[config.mk]
export PLATFORM = sky130hd
export DESIGN_NAME = iter_cmp_unit
export DESIGN_NICKNAME = d
export VERILOG_FILES = /design/src/rtl/cmp_pkg.sv /design/src/rtl/sub_slice.sv /design/src/rtl/iter_cmp_unit.sv
export SDC_FILE = /design/constraint.sdc
export NUM_CORES = 1
export LEC_CHECK = 0
export BUFFER_PORTS_ARGS = -buffer_cell sky130_fd_sc_hd__buf_2
export CAP_MARGIN = 20
export CORE_UTILIZATION = 49
export CTS_CLUSTER_SIZE = 40
export DETAILED_ROUTE_END_ITERATION = 10
export PLACE_DENSITY_LB_ADDON = 0.2
export SLEW_MARGIN = 20
export SYNTH_ARGS = -nofsm -noshare
export SYNTH_HDL_FRONTEND = slang
export SYNTH_SLANG_ARGS = --single-unit
[constraint.sdc]
create_clock -name clk_i -period 2.16 [get_ports clk_i]
set_clock_uncertainty 0.2 [all_clocks]
set_input_delay 0.216 -clock clk_i [delete_from_list [all_inputs] [get_ports clk_i]]
set_output_delay 0.216 -clock clk_i [all_outputs]
set_load 0.005 [all_outputs]
[src/rtl/cmp_pkg.sv]
// Shared types and compare-code constants for the iterative comparator and its consumer.
package cmp_pkg;

    typedef enum logic [1:0] {
        IDLE = 2'b00,
        RUN  = 2'b01,
        DONE = 2'b10
    } state_t;

    localparam logic [2:0] CMP_SLT = 3'b000;
    localparam logic [2:0] CMP_SGT = 3'b001;
    localparam logic [2:0] CMP_SLE = 3'b010;
    localparam logic [2:0] CMP_SGE = 3'b011;
    localparam logic [2:0] CMP_SNE = 3'b100;
    localparam logic [2:0] CMP_SEQ = 3'b110;

endpackage

[src/rtl/sub_slice.sv]
// One slice of the subtractor: a + ~b + cin, with carry-out and carry into the slice MSB.
module sub_slice #(
    parameter int unsigned SLICE = 4
) (
    input  logic [SLICE-1:0] a,
    input  logic [SLICE-1:0] b,
    input  logic             cin,
    output logic [SLICE-1:0] sum_c,
    output logic             cout_c,
    output logic             c_top_c
);

    localparam int unsigned SW = SLICE + 1;

    logic [SLICE:0] full;

    // Widened add so the carry-out falls out as the top bit.
    assign full    = {1'b0, a} + {1'b0, ~b} + SW'(cin);
    assign sum_c   = full[SLICE-1:0];
    assign cout_c  = full[SLICE];
    // Carry into the top bit recovered from the top sum bit and its two addend bits.
    assign c_top_c = full[SLICE-1] ^ a[SLICE-1] ^ ~b[SLICE-1];

endmodule

[src/rtl/iter_cmp_unit.sv]
// Multi-cycle signed comparator: subtracts SLICE bits per cycle and reports less/equal.
module iter_cmp_unit
    import cmp_pkg::*;
#(
    parameter int unsigned WIDTH = 32,
    parameter int unsigned SLICE = 4
) (
    input  logic             clk_i,
    input  logic             rst_i,
    input  logic             start_i,
    input  logic [WIDTH-1:0] src1_i,
    input  logic [WIDTH-1:0] src2_i,
    input  logic [2:0]       bonus_i,
    input  logic             comp_i,
    input  logic             ready_i,
    output logic             busy_o,
    output logic             valid_o,
    output logic             less_o,
    output logic             equal_o,
    output logic [2:0]       bonus_o,
    output logic             comp_o
);

    localparam int unsigned N     = WIDTH / SLICE;
    localparam int unsigned CNT_W = (N > 1) ? $clog2(N) : 1;

    state_t             state;
    state_t             state_nx;
    logic [WIDTH-1:0]   a_q;
    logic [WIDTH-1:0]   b_q;
    logic [CNT_W-1:0]   cnt;
    logic               carry;
    logic               zero_acc;
    logic [2:0]         bonus_lat;
    logic               comp_lat;
    logic [SLICE-1:0]   sum_c;
    logic               cout_c;
    logic               c_top_c;
    logic               last_c;

    sub_slice #(.SLICE(SLICE)) u_sub_slice (
        .a       (a_q[SLICE-1:0]),
        .b       (b_q[SLICE-1:0]),
        .cin     (carry),
        .sum_c   (sum_c),
        .cout_c  (cout_c),
        .c_top_c (c_top_c)
    );

    assign last_c = (cnt == CNT_W'(N - 1));

    // State register; busy/valid are registered from the next state.
    always_ff @(posedge clk_i or negedge rst_i) begin
        if (!rst_i) begin
            state   <= IDLE;
            busy_o  <= 1'b0;
            valid_o <= 1'b0;
        end else begin
            state   <= state_nx;
            busy_o  <= (state_nx != IDLE);
            valid_o <= (state_nx == DONE);
        end
    end

    // Next-state logic.
    always_comb begin
        state_nx = state;
        case (state)
            IDLE:    if (start_i) state_nx = RUN;
            RUN:     if (last_c)  state_nx = DONE;
            DONE:    if (ready_i) state_nx = IDLE;
            default: state_nx = IDLE;
        endcase
    end

    // Operand shifting, carry/zero accumulation and result capture.
    always_ff @(posedge clk_i or negedge rst_i) begin
        if (!rst_i) begin
            a_q       <= '0;
            b_q       <= '0;
            cnt       <= '0;
            carry     <= 1'b0;
            zero_acc  <= 1'b0;
            bonus_lat <= 3'b000;
            comp_lat  <= 1'b0;
            less_o    <= 1'b0;
            equal_o   <= 1'b0;
            bonus_o   <= 3'b000;
            comp_o    <= 1'b0;
        end else begin
            case (state)
                IDLE: begin
                    if (start_i) begin
                        a_q       <= src1_i;
                        b_q       <= src2_i;
                        bonus_lat <= bonus_i;
                        comp_lat  <= comp_i;
                        cnt       <= '0;
                        carry     <= 1'b1;
                        zero_acc  <= 1'b1;
                    end
                end
                RUN: begin
                    a_q      <= a_q >> SLICE;
                    b_q      <= b_q >> SLICE;
                    carry    <= cout_c;
                    zero_acc <= zero_acc & (sum_c == '0);
                    cnt      <= cnt + CNT_W'(1);
                    if (last_c) begin
                        cnt     <= '0;
                        // Overflow-corrected sign of A - B.
                        less_o  <= sum_c[SLICE-1] ^ (c_top_c ^ cout_c);
                        equal_o <= zero_acc & (sum_c == '0);
                        bonus_o <= bonus_lat;
                        comp_o  <= comp_lat;
                    end
                end
                default: ;
            endcase
        end
    end

endmodule

Word-level counts from Yosys, hierarchy flattened --
Cells that the tools add are included.
Operators by class: add/sub/neg operators 3, eq/ne operators 5, mux-type cells 14, bitwise operators 7, reductions and logical operators 7
Operators by type and width (count):
- case mux 32 bit (2 select lines) | 2
- 2-to-1 mux 32 bit | 2
- 2-to-1 mux 2 bit | 3
- 2-to-1 mux 3 bit | 2
- case mux 2 bit (3 select lines) | 1
- case mux 3 bit (2 select lines) | 1
- AND reduction 2 bit | 3
- adder 4 x 4 -> 5 bit | 1
- adder 5 x 1 -> 5 bit | 1
- == test 2 bit, second input constant | 2
- logical NOT 4 bit | 1
- NOT 4 bit | 1
- case mux 1 bit (2 select lines) | 2
- nonzero test 2 bit | 2
- XOR 1 bit | 4
- adder 3 x 1 -> 3 bit, second input constant | 1
- == test 3 bit, second input constant | 1
- == test 2 x 1 -> 1 bit, second input constant | 1
- logical NOT 2 bit | 1
- != test 2 bit, second input constant | 1
- AND 1 bit | 1
- 2-to-1 mux 1 bit | 1
- NOT 1 bit | 1
Storage, ports and cells: register bits after elaboration 83, bits of input ports 72, output and inout port bits 8, word-level logic and storage cells 50

Longest topological paths before layout --
Gate-level depths: netlist of the first run.
word-level depth 7, depth in mapped cells 7, depth with buffers taken out 7

Hierarchy --
Synthesis of the first run repeated with hierarchy kept, for this count alone.
Second synthesis, totals: cell total of the unflattened synthesis 337, area total of the unflattened synthesis 3868.7 µm²
Modules (own cells, without submodules):
- iter_cmp_unit | times used 1, cells an instance 316, area an instance 3674.8 µm², sequential area each 2077.0 µm²
- sub_slice | times used 1, cells an instance 21, area an instance 193.9 µm², sequential area each 0.0 µm²

Worst setup path before layout of the first run --
Ideal clock, no wire load.
path type register -> register, start point register a_q[0], end point register less_o, setup time 130 ps, arrival 1714 ps, required time 1830 ps, path slack 115 ps, stages on the path, launching flop included 8, path buffers 0, period minus slack after synthesis 2045 ps, cells stage by stage dfrtp_1 -> inv_1 -> fa_1 -> fa_1 -> nand2b_1 -> a21oi_1 -> xnor2_1 -> o21ai_0
Between the ends: longest elaborated chain between the ends 6
Ends and longest elaborated chain:
- from (decl) | line iter_cmp_unit.sv:29 | logic [WIDTH-1:0] a_q;
- from (signal assigned) | line iter_cmp_unit.sv:94 | a_q <= src1_i;
- from (signal assigned) | line iter_cmp_unit.sv:104 | a_q <= a_q >> SLICE;
- adder 4 x 4 -> 5 bit * | line sub_slice.sv:18 | assign full = {1'b0, a} + {1'b0, ~b} + SW'(cin);
- adder 5 x 1 -> 5 bit * | line sub_slice.sv:18
- XOR 1 bit (2 in a row) | line sub_slice.sv:22 | assign c_top_c = full[SLICE-1] ^ a[SLICE-1] ^ ~b[SLICE-1];
- XOR 1 bit | line iter_cmp_unit.sv:112 | less_o <= sum_c[SLICE-1] ^ (c_top_c ^ cout_c);
- XOR 1 bit * | line iter_cmp_unit.sv:112
- to (signal assigned) | line iter_cmp_unit.sv:112
- to (decl) | line iter_cmp_unit.sv:18 | output logic less_o,
Every way passes the cells marked *; elsewhere a longest branch is shown, timed or not. A chain may end at the register's enable or synchronous reset.

Worst setup path after layout of the first run --
start point register a_q[0], end point register equal_o
Between the ends: longest elaborated chain between the ends 4
Ends and longest elaborated chain:
- adder 4 x 4 -> 5 bit | line sub_slice.sv:18
- adder 5 x 1 -> 5 bit | line sub_slice.sv:18
- logical NOT 4 bit | line iter_cmp_unit.sv:113 | equal_o <= zero_acc & (sum_c == '0);
- AND 1 bit | line iter_cmp_unit.sv:113
- to (signal assigned) | line iter_cmp_unit.sv:113
- to (decl) | line iter_cmp_unit.sv:19 | output logic equal_o,
Every way passes these cells.

==> impl_metrics.env, run 1 <==
export IMPL_status="complete, no violations"
export IMPL_grt_start_max_net_pins=56
export IMPL_pwr_share_seq=0.410
export IMPL_critical_path_reg2reg_endpoint="equal_o"
export IMPL_row_count=31
export IMPL_area_growth_synth_to_final_pct=37.3
export IMPL_die_area_sq_um=8150
export IMPL_fin_util=0.708
export IMPL_synth_warning_count=0
export IMPL_finalCritPeriodShare=0.983
export IMPL_layout_cell_area_non_filler_sq_um=5250
export IMPL_cts_clk_slew_worst_paths_ns=0.09
export IMPL_drt_pass1_iter_count=4
export IMPL_synthTopCellsByArea="dfrtp_1, mux2i_1, nand2_1"
export IMPL_rsz0062_at_grt="true"
export IMPL_worst_hold_margin_ns=0.144
export IMPL_antenna_found_initial=0
export IMPL_grt_first_pass_wirelength_um=15000
export IMPL_regToRegStartpoint="a_q[0]"
export IMPL_p_int_uw=3810
export IMPL_setup_viol_count_final=0
export IMPL_wl_per_cell_um=14.1
export IMPL_cts_htree_levels=3
export IMPL_comb_power_share=0.397
export IMPL_syn_instance_count=369
export IMPL_cts_root_buf="clkbuf_8"
export IMPL_hold_viol_final=0
export IMPL_clk_path_buf_depth=2
export IMPL_via_per_inst=5.01
export IMPL_placed_cell_areas_sq_um=4310
export IMPL_transition_time_at_the_pin_with_the_least_slew_margin_ns=0.615
export IMPL_pwr_density_cell_nw_per_um2=1150
export IMPL_ys_seq_area_frac=0.544
export IMPL_ys_seq_elements=83
export IMPL_synth_cell_type_count=27
export IMPL_post_layout_nonfiller_instances=620
export IMPL_place_hpwl_um=5350
export IMPL_grt_remaining_overflow=0
export IMPL_initial_utilization=0.516
export IMPL_io_pins=80
export IMPL_worst_skew_pair_late_latency_ns=0.35
export IMPL_worstSetupPathType="reg2reg"
export IMPL_place_gp_congestion=0.757
export IMPL_antenna_cells_inserted=0
export IMPL_vias=3105
export IMPL_vdd_drop_max_mv=0.636
export IMPL_count_of_input_and_output_buffers=79
export IMPL_synth_net_count=448
export IMPL_final_net_count=595
export IMPL_leakage_uw=0.00238
export IMPL_remaining_drc_errors=0
export IMPL_synth_cells_most_frequent="dfrtp_1, nand2_1, mux2i_1"
export IMPL_worstSetupEndpointType="register"
export IMPL_grtUsageTotal=0.233
export IMPL_holdCritPathClass="in2async"
export IMPL_rrSetupSlack_ns=0.04
export IMPL_critical_path_data_arrival_time_ns=2.20
export IMPL_min_period_ns=2.12
export IMPL_max_clock_freq_mhz=471
export IMPL_synth_async_reset_ratio=1.00
export IMPL_wirelength_um=8710
export IMPL_number_of_filler_instances_in_the_final_layout=563
export IMPL_chipWidth_um=90.3
export IMPL_detailedRoute_firstIterationViolations=136
export IMPL_cts_sink_count=83
export IMPL_design_core_area_sq_um=7410
export IMPL_clkPwrFrac=0.192
export IMPL_final_antenna_net_count=0
export IMPL_layout_drive_gt1_share=0.228
export IMPL_synth_area_per_cell_sq_um=10.4
export IMPL_net_switching_power_figure_uw=2240
export IMPL_yosysTopAreaCellShare=0.544
export IMPL_final_max_slew_viol_count=0
export IMPL_syn_area_sq_um=3820
export IMPL_chipHeight_um=90.3
export IMPL_synth_top_flop_cell="dfrtp_1"
export IMPL_sw_frac_of_total=0.370
export IMPL_cp_max_fo=2
export IMPL_vias_in_the_first_global_route=3234
export IMPL_synth_enable_flop_cells=0
export IMPL_placed_cells=532
export IMPL_max_cap_viol_count=0
export IMPL_most_frequent_cell_after_synthesis="dfrtp_1"
export IMPL_required_time_at_the_worst_slack_endpoint_ns=2.24
export IMPL_post_synth_top_area_cell="dfrtp_1"
export IMPL_headroom_to_the_max_slew_limit=0.590
export IMPL_startpoint_type="register"
export IMPL_reg2regPathDepth=7
export IMPL_cts_buffers=9
export IMPL_cts_tree="yes"
layout make-up:
class	count	area, sq um	share of cell area
repair buffers	159	1200	0.229
clock buffers	10	138	0.0262
clock inverters	6	71.3	0.0136
flip-flops and latches	83	2080	0.396
multi-input cells	257	1610	0.308
well taps	99	124	0.0236
inverters	6	22.5	0.00429
timing repair:
item	in CTS	in global routing
hold endpoints to repair	134	0
resized for setup	1	2
hold buffers	71	0
pin swaps	0	1
endpoints found under the setup margin	1	3
buffers inserted	0	1
flip-flops by register name, summed over array words and instances, names as in the netlist, 2 cells and up:
register,cells
a_q,32
b_q,32
cnt,3
bonus_lat,3
state,2
bonus_o,3
critical path, cell delays in order, from the launching register on:
cell,delay (ns)
dfrtp_1,0.33
inv_1,0.07
fa_2,0.40
fa_1,0.50
nand3_1,0.09
a21oi_1,0.18
mux2i_1,0.12
a21oi_1,0.16
how the worst max path moves through the flow:
stage                     slack (ns)  endpoint   start  cells past startpoint
after floorplan                 0.12    less_o  a_q[0]                      7
after global placement          0.05    less_o  a_q[0]                      7
after detailed placement       0.007    less_o  a_q[0]                      7
after CTS                       0.03    less_o  a_q[0]                      7
after global routing           -0.05   equal_o  a_q[0]                      7
final                           0.04   equal_o  a_q[0]                      7
layout by cell type, fill, tap and decap left out, types with 2 or more instances in the layout:
cell type | synthesis | routed
o21ai_0 | 22 | 22
buf_12 | 0 | 2
buf_2 | 9 | 78
xnor2_1 | 2 | 2
nand2_1 | 82 | 82
inv_1 | 6 | 6
o21ai_1 | 50 | 50
dlygate4sd3_1 | 0 | 71
clkbuf_8 | 0 | 10
mux2i_1 | 52 | 52
mux2_2 | 8 | 8
ha_1 | 5 | 5
dfrtp_1 | 83 | 83
nand2b_1 | 3 | 2
nor2_1 | 11 | 11
clkinvlp_4 | 0 | 2
inv_6 | 0 | 2
buf_4 | 2 | 8
a21oi_1 | 9 | 8
cells by family (layout without fill, tap and decap cells):
logic type / count (synthesis) / count (layout) / share of synthesized area
AOI/OAI and AO/OA: 85 / 85 / 0.114
xor gates and xnor gates: 2 / 2 / 0.00458
adders and majority gates: 7 / 7 / 0.0269
buffers and inverters: 29 / 181 / 0.0413
DFF: 83 / 83 / 0.544
muxes: 60 / 60 / 0.160
and+or+nand+nor: 103 / 103 / 0.110
metrics by stage:
| step | setup TNS [ns] | total power (uW) | worst slack (ns) |
|---|---|---|---|
| 6_report | 0 | 6040 | 0.0359 |
| 4_1_cts | 0 | 6020 | 0.0326 |
| 5_1_grt | -0.0825 | 6540 | -0.0535 |
| 3_3_place_gp | 0 | 4630 | 0.0451 |
| 3_5_place_dp | 0 | 4730 | 0.00683 |
| 2_1_floorplan | 0 | 4170 | 0.115 |
power groups by stage:
stage | registers [uW] | logic (uW) | clock network [uW]
after floorplan | 2410 | 1770 | 0
after global placement | 2480 | 2150 | 0
after detailed placement | 2510 | 2230 | 0
after CTS | 2480 | 2340 | 1190
after global routing | 2560 | 2720 | 1260
final | 2480 | 2400 | 1160
per-layer routing:
layer  share of wire  wire length, um  global-route usage
met4           0.017              144              0.0968
met5               0                0                   0
met2            0.52             4500               0.399
met1            0.43             3750               0.294
met3           0.036              312              0.0362
No activity file was read; power rests on OpenSTA's default activity.
==> run 2: changes to the inputs <==
Settings changed: RECOVER_POWER set to 50.
==> run 2 against run 1 <==
Compared with the run above:
- first-iteration DRC count down 1.5%
- largest cell class unchanged
- critical path type unchanged
- power down 0.12%
- flip-flop and latch count unchanged
- wire length about the same
- sequential power about the same
- final cell count unchanged
- clock-buffer cell count unchanged
- register-to-register slack about the same
==> impl_metrics.env, run 2 (same netlist as run 1, synthesis figures left out) <==
export IMPL_p_int_uw=3800
export IMPL_cts_clk_slew_worst_paths_ns=0.09
export IMPL_min_period_ns=2.13
export IMPL_place_hpwl_um=5350
export IMPL_via_per_inst=5.02
export IMPL_setup_ws_ns=0.0340
export IMPL_holdCritPathClass="in2async"
export IMPL_cts_root_buf="clkbuf_8"
export IMPL_wl_per_cell_um=14.1
export IMPL_startpoint_type="register"
export IMPL_cts_htree_levels=3
export IMPL_chipWidth_um=90.3
export IMPL_hold_viol_final=0
export IMPL_chipHeight_um=90.3
export IMPL_clk_path_buf_depth=2
export IMPL_cts_tree="yes"
export IMPL_sw_frac_of_total=0.371
export IMPL_leakage_uw=0.00237
export IMPL_io_pins=80
export IMPL_vias_in_the_first_global_route=3234
export IMPL_vdd_drop_max_mv=0.635
export IMPL_grtUsageTotal=0.233
export IMPL_drt_pass1_iter_count=4
export IMPL_setup_viol_count_final=0
export IMPL_met1_usage=0.294
export IMPL_grt_first_pass_wirelength_um=15000
export IMPL_rsz0062_at_grt="true"
export IMPL_layout_drive_gt1_share=0.223
export IMPL_status="complete, no violations"
export IMPL_die_area_sq_um=8150
export IMPL_placed_cell_areas_sq_um=4310
export IMPL_timing_critical_path_from="a_q[0]"
export IMPL_final_net_count=595
export IMPL_detailedRoute_firstIterationViolations=134
export IMPL_final_max_slew_viol_count=0
export IMPL_design_core_area_sq_um=7410
export IMPL_busiest_layer="met2"
export IMPL_reg_top3="a_q: 32 flops, b_q: 32 flops"
export IMPL_max_clock_freq_mhz=470
export IMPL_worstSetupEndpointType="register"
export IMPL_regToRegStartpoint="a_q[0]"
export IMPL_grt_remaining_overflow=0
export IMPL_post_layout_nonfiller_instances=620
export IMPL_required_time_at_the_worst_slack_endpoint_ns=2.24
export IMPL_remaining_drc_errors=0
export IMPL_reg2regPathDepth=7
export IMPL_count_of_input_and_output_buffers=79
export IMPL_detailedPlace_worstSlack_ns=0.00683
export IMPL_row_count=31
export IMPL_area_growth_synth_to_final_pct=36.7
export IMPL_cts_buffers=9
export IMPL_clkPwrFrac=0.192
export IMPL_comb_power_share=0.397
export IMPL_wirelength_um=8720
export IMPL_pwr_share_seq=0.411
export IMPL_use_met2=0.399
export IMPL_worstSetupPathType="reg2reg"
export IMPL_grt_start_max_net_pins=56
export IMPL_cp_max_fo=2
export IMPL_vias=3110
export IMPL_layout_common_cells="dfrtp_1, nand2_1, buf_2"
export IMPL_critical_path_data_arrival_time_ns=2.20
export IMPL_most_frequent_standard_cell_in_the_layout_excluding_fill_and_tap_cells="dfrtp_1"
export IMPL_final_antenna_net_count=0
export IMPL_transition_time_at_the_pin_with_the_least_slew_margin_ns=0.826
export IMPL_initial_utilization=0.516
export IMPL_worst_hold_margin_ns=0.289
export IMPL_antenna_found_initial=0
export IMPL_worst_skew_pair_late_latency_ns=0.35
export IMPL_placed_cells=532
export IMPL_power_uw=6040
export IMPL_max_cap_viol_count=0
export IMPL_place_gp_congestion=0.757
export IMPL_pwr_density_cell_nw_per_um2=1160
export IMPL_finalCritPeriodShare=0.984
export IMPL_antenna_cells_inserted=0
export IMPL_cts_sink_count=83
export IMPL_net_switching_power_figure_uw=2240
export IMPL_gr_usage_met3=0.0362
export IMPL_layout_cell_area_non_filler_sq_um=5220
export IMPL_headroom_to_the_max_slew_limit=0.449
## run 2: final cells by class
class | instances | area, sq um
Tap cell | 99 | 124
Inverter | 6 | 22.5
Clock inverter | 6 | 71.3
Multi-Input combinational cell | 257 | 1610
Sequential cell | 83 | 2080
Clock buffer | 10 | 138
Fill cell | 562 | 2180
Timing Repair Buffer | 159 | 1180
## run 2: metrics by stage
step	util	TNS, ns
floorplan	-	0
global placement	0.581	0
detailed placement	0.581	0
CTS	0.706	0
global route	0.705	-0.0825
finish	0.705	0
## run 2: power groups by stage
stage	combinational (uW)	sequential, uW	clock [uW]
2_1_floorplan	1770	2410	0
3_3_place_gp	2150	2480	0
3_5_place_dp	2230	2510	0
4_1_cts	2340	2480	1190
5_1_grt	2710	2560	1260
6_report	2390	2480	1160
## run 2: worst paths after layout
| check | end | slack, ns |
|---|---|---|
| setup / recovery | equal_o | 0.03 |
| hold / removal | bonus_o[2] | 0.29 |
| setup reg to reg | equal_o | 0.03 |
| hold reg to reg | b_q[26] | 0.29 |
| max in group asynchronous | a_q[6] | 0.46 |
| min in group clk_i | b_q[26] | 0.29 |
## run 2: worst max-delay path, stage by stage (launching register included)
cell and delay (ns):
dfrtp_1 0.33, inv_1 0.07, fa_2 0.40, fa_1 0.50, nand3_1 0.09, a21oi_1 0.18
mux2i_1 0.12, a21oi_1 0.16
## run 2: per-layer routing
layer  vias up  share of wire
li1       1545              -
met1      1480           0.43
met2        73           0.52
met3        12          0.035
met4         0          0.017
met5         -              0
## run 2: what timing repair did
action	CTS	global route
buffers inserted	0	1
setup endpoints to repair	1	3
pin swaps	0	1
resized for setup	1	2
hold endpoints to repair	134	0
cloned	0	0
hold buffers	71	0
